File: config.mk
export PLATFORM = sky130hd
export DESIGN_NAME = mmio_fifo_mac
export DESIGN_NICKNAME = d
export VERILOG_FILES = /design/src/rtl/mmio_fifo_mac.sv
export SDC_FILE = /design/constraint.sdc
export NUM_CORES = 2
export LEC_CHECK = 0
export CORE_MARGIN = 2
export CORE_UTILIZATION = 35
export DETAILED_ROUTE_END_ITERATION = 7
export GPL_ROUTABILITY_DRIVEN = 1
export MAX_ROUTING_LAYER = met4
export PLACE_DENSITY_LB_ADDON = 0.12
export SLEW_MARGIN = 20
export SYNTH_ARGS = -nofsm -noshare
export SYNTH_HDL_FRONTEND = slang
export SYNTH_SLANG_ARGS = --single-unit
File: constraint.sdc
create_clock -name clk -period 4.9 [get_ports clk]
set_input_delay 0.98 -clock clk [delete_from_list [all_inputs] [get_ports clk]]
set_output_delay 0.98 -clock clk [all_outputs]
set_load 0.005 [all_outputs]
File: src/rtl/mmio_fifo_mac.sv
// Multiply-accumulate stage behind the MMIO write FIFO: LEN signed 32x32 products per batch,
// result held until acknowledged. Optional saturating accumulation via `define MAC_SAT_EN.
module mmio_fifo_mac #(
  parameter int unsigned LEN   = 8,
  parameter int unsigned CNT_W = $clog2(LEN + 1)
) (
  input  logic             clk,
  input  logic             rst_n,
  input  logic             clr,
  input  logic             in_valid,
  input  logic [63:0]      in_data,
  output logic             in_ready,
  output logic             res_valid,
  output logic [63:0]      res_data,
  input  logic             res_ack,
  output logic [CNT_W-1:0] count,
  output logic             res_ovf
);

  typedef enum logic [1:0] {RUN, FLUSH, DONE} state_t;

  state_t      state;
  logic [63:0] acc;
  logic [63:0] p;
  logic        p_vld;
  logic [63:0] ext_a;
  logic [63:0] ext_b;
  logic [63:0] acc_nxt;
  logic        accept;
  logic        ack;

  assign accept   = in_valid && in_ready;
  // Ack only counts once the result has actually been presented.
  assign ack      = res_ack && (state == DONE) && res_valid;
  assign res_data = acc;

  // Low 64 bits of the sign-extended product are the exact signed 32x32 product.
  assign ext_a = {{32{in_data[63]}}, in_data[63:32]};
  assign ext_b = {{32{in_data[31]}}, in_data[31:0]};

`ifdef MAC_SAT_EN
  logic [63:0] sum;
  logic        sat;

  always_comb begin
    sum = acc + p;
    sat = (acc[63] == p[63]) && (sum[63] != acc[63]);
    if (sat) begin
      acc_nxt = acc[63] ? 64'h8000_0000_0000_0000 : 64'h7FFF_FFFF_FFFF_FFFF;
    end else begin
      acc_nxt = sum;
    end
  end

  always_ff @(posedge clk or negedge rst_n) begin
    if (!rst_n) begin
      res_ovf <= 1'b0;
    end else if (clr || ack) begin
      res_ovf <= 1'b0;
    end else if (p_vld && sat) begin
      res_ovf <= 1'b1;
    end
  end
`else
  assign acc_nxt = acc + p;
  assign res_ovf = 1'b0;
`endif

  always_ff @(posedge clk or negedge rst_n) begin
    if (!rst_n) begin
      state     <= RUN;
      acc       <= '0;
      p         <= '0;
      p_vld     <= 1'b0;
      count     <= '0;
      res_valid <= 1'b0;
      in_ready  <= 1'b1;
    end else if (clr) begin
      state     <= RUN;
      acc       <= '0;
      p_vld     <= 1'b0;
      count     <= '0;
      res_valid <= 1'b0;
      in_ready  <= 1'b1;
    end else begin
      p_vld <= accept;
      if (accept) begin
        p <= ext_a * ext_b;
      end
      if (p_vld) begin
        acc <= acc_nxt;
      end
      case (state)
        RUN: begin
          if (accept) begin
            count <= count + CNT_W'(1);
            if (count == CNT_W'(LEN - 1)) begin
              state    <= FLUSH;
              in_ready <= 1'b0;
            end
          end
        end
        FLUSH: begin
          state <= DONE;
        end
        DONE: begin
          if (ack) begin
            state     <= RUN;
            acc       <= '0;
            count     <= '0;
            res_valid <= 1'b0;
            in_ready  <= 1'b1;
          end else begin
            res_valid <= 1'b1;
          end
        end
        default: begin
          state <= RUN;
        end
      endcase
    end
  end

endmodule

==> impl_results.md <==
* Placement-stage cell area at 52940 sq um
* CTS clock-pin slew for the worst setup and hold paths at 0.06 ns
* Post-route DRC at 0
* Vert. Die Dim at 362.1 um
* Ports at 140
* CTS tree: yes
* Final setup vio count at 56
* Gpl congestion at 0.8612
* Largest net degree at the start of global routing at 81
* RSZ-0062 raised after global routing: true
* # fillers at 12270
* Final worst slack at -2.838 ns
* #FFs+latches synth at 137
* Worst EP arrival at 8.05 ns
* Post-synthesis cell count at 4849
* Ys async rst share at 100.0%
* Max-Cap Viols at 0
* Status: finished with violations
* Crit end category: register
* Post-route cell area at 59110 sq um
* CTS sink count at 137
* Startpoint types: input pin
* Initial antenna violation count at 6
* Crit path max fanout at 8
* Wire length per cell at 19.89 um
* Period Utilization, post-route at 157.9%
* Cell area after synthesis at 44870 sq um
* Clock buffer depth at 2
* Starting density of the core at 35.24%
* Failing checks: negative setup slack
* Detail Placement HPWL at 110.8 mm
* All-Layer GR Usage at 22.88%
* Layout Area Growth over Synthesis at 31.73%
* Synth Flop Type: dfrtp_1
* Core Region at 127400 sq um
* Root buffer cell: clkbuf_16
* Synth unique cells at 70
* Site Rows at 131
* Most common cell after layout, fill and taps aside: fa_1
* 1st-iter DRT viols at 1562
* Highest clock rate at 129.2 MHz
* Full die area at 131100 sq um
* Post-synth EDFFs at 0
* Syn. warnings at 0
* Final hold vios at 0
* CP top delay family: adder cells
* Worst hold path class: reg -> reg
* Clock Skew at 0.01012 ns
* Hold_buf cts at 0
* Average size of a mapped cell at 9.254 sq um
* Commonest cells after routing, fill and taps aside: fa_1, inv_1, nand2_1
* Worst Setup Path Type: in -> reg
* Worst rel slew slack at 41.18%
* Vias in the first global route at 37990
* First-pass GRT wire length at 222.5 mm
* DR vias/cell at 4.796
* Most frequent CP cell: fa_1
* Post-place setup slack at -3.896 ns
* IO Port Bufs at 138
* H-tree levels at 4
* Post-layout util at 46.42%
* Vias at 34540
* Worst-Skew Late Latency at 0.45 ns
* CP bufs+invs at 4
* Minimum clock period at 7.738 ns
* Setup TNS at -131.91 ns
* Global route overflow at 0
* WL final at 143.2 mm
* Final slew viol count at 0
* Share of cells above drive strength 1 at 25.23%
* WP data required at 5.21 ns
* Largest stage delay, worst path at 0.61 ns
* Nets at 6923
* CTS buffer count at 17
* Slew @ Worst Pin at 0.8823 ns
* Die width at 362.1 um
* Slowest cell on crit path: fa_1
* Mapped Nets at 6249
* Drt pass-1 iters at 5
* Antenna viol nets, final at 0
* Register area share after synthesis at 7.643%
==> area by class of cell <==
class	count	area [sq um]	share of cell area (%)
multi-input cells	3437	39110	66.16
clock buffers	25	505.5	0.8551
clock inverters	7	112.6	0.1905
diodes	4	10.01	0.01693
repair buffers	909	10020	16.95
inverters	1021	3839	6.494
well taps	1662	2079	3.518
flip-flops and latches	137	3433	5.808
==> state kept, by name (all words and copies together) (netlist names) <==
signal	cells
count	4
in_ready	1
p_vld	1
state	2
res_data	64
p	64
res_valid	1
==> cells in the mapped netlist, types with 3 or more instances <==
master	number	area share, %
o211a_1	3	0.067
a2111oi_4	3	0.18
ha_1	248	6.9
o21bai_1	18	0.30
a211oi_2	3	0.084
fa_1	1083	48
a31o_2	5	0.098
a311o_1	4	0.089
a211o_1	3	0.059
dfrtp_1	136	7.6
a41oi_1	5	0.098
nor3_1	20	0.22
nand2_1	643	5.4
nor2b_1	24	0.33
a211oi_1	24	0.40
a21o_1	74	1.2
a21boi_0	5	0.084
clkbuf_1	247	2.1
and3_1	20	0.28
mux2i_1	51	1.1
and4_1	8	0.16
xor2_1	48	0.94
xnor2_1	81	1.6
o31ai_1	8	0.13
or2_2	4	0.056
o22ai_1	3	0.042
inv_1	1020	8.5
a311oi_1	7	0.14
buf_1	5	0.042
a21oi_1	119	1.3
o21ai_1	11	0.12
nand3_1	27	0.30
o21ai_0	117	1.3
o31a_1	3	0.059
nor2_1	133	1.1
and2_1	507	7.1
nand2b_1	29	0.40
o21ai_2	3	0.059
o211ai_1	9	0.15
a31oi_1	19	0.26
nand4_1	16	0.22
o21a_1	17	0.28
==> what timing repair did <==
action | 4_1_cts | 5_1_grt
hold endpoints to repair | 0 | 0
cloned | 46 | 6
endpoints found under the setup margin | 57 | 57
setup buffers | 149 | 66
gates resized for setup | 649 | 326
pin swaps | 290 | 284
==> routing by layer <==
metal / vias up / wire length (um) / global-route usage, %
met5: - / 0 / -
met4: 0 / 4125 / 5.278
met3: 169 / 4961 / 2.296
met2: 596 / 74090 / 40.07
met1: 17960 / 60060 / 28.49
li1: 15820 / - / -
==> metrics by stage <==
stage	cells	hold WS [ns]
4_1_cts	7139	0.4981
5_1_grt	7200	0.5228
6_report	7202	0.4938
3_3_place_gp	6914	0.4777
3_5_place_dp	6914	0.4838
2_1_floorplan	4849	0.4428
==> logic make-up after synthesis <==
| family | after synthesis | share of synthesized area [%] |
|---|---|---|
| compound gates | 485 | 7.085 |
| xor+xnor | 129 | 2.518 |
| fa+ha+maj | 1331 | 55.23 |
| buf+inv | 1275 | 10.68 |
| flops | 137 | 7.643 |
| mux | 51 | 1.138 |
| other cells | 1 | 0.008357 |
| simple gates | 1440 | 15.70 |
==> final timing paths <==
check / depth (start not counted) / endpoint / slack, ns / startpoint
setup reg to reg: 13 / res_data[56]$_DFF_PN0_ / 0.96 / p[0]$_DFFE_PN0P_
max in group asynchronous: 2 / in_ready$_DFFE_PN1P_ / 3.36 / rst_n
setup / recovery: 25 / p[62]$_DFFE_PN0P_ / -2.84 / in_data[4]
hold / removal: 2 / p[39]$_DFFE_PN0P_ / 0.49 / p[39]$_DFFE_PN0P_
hold reg to reg: 2 / p[39]$_DFFE_PN0P_ / 0.49 / p[39]$_DFFE_PN0P_
min in group asynchronous: 1 / res_data[59]$_DFF_PN0_ / 0.58 / rst_n
==> tightest hold or removal path, stage by stage, from the launching register on <==
cell,delay (ns)
dfrtp_1,0.35
nand2_1,0.05
o21ai_0,0.06
Power is not shown: default switching activity piles up to over one toggle a cycle in this logic, so the estimate is an artifact.
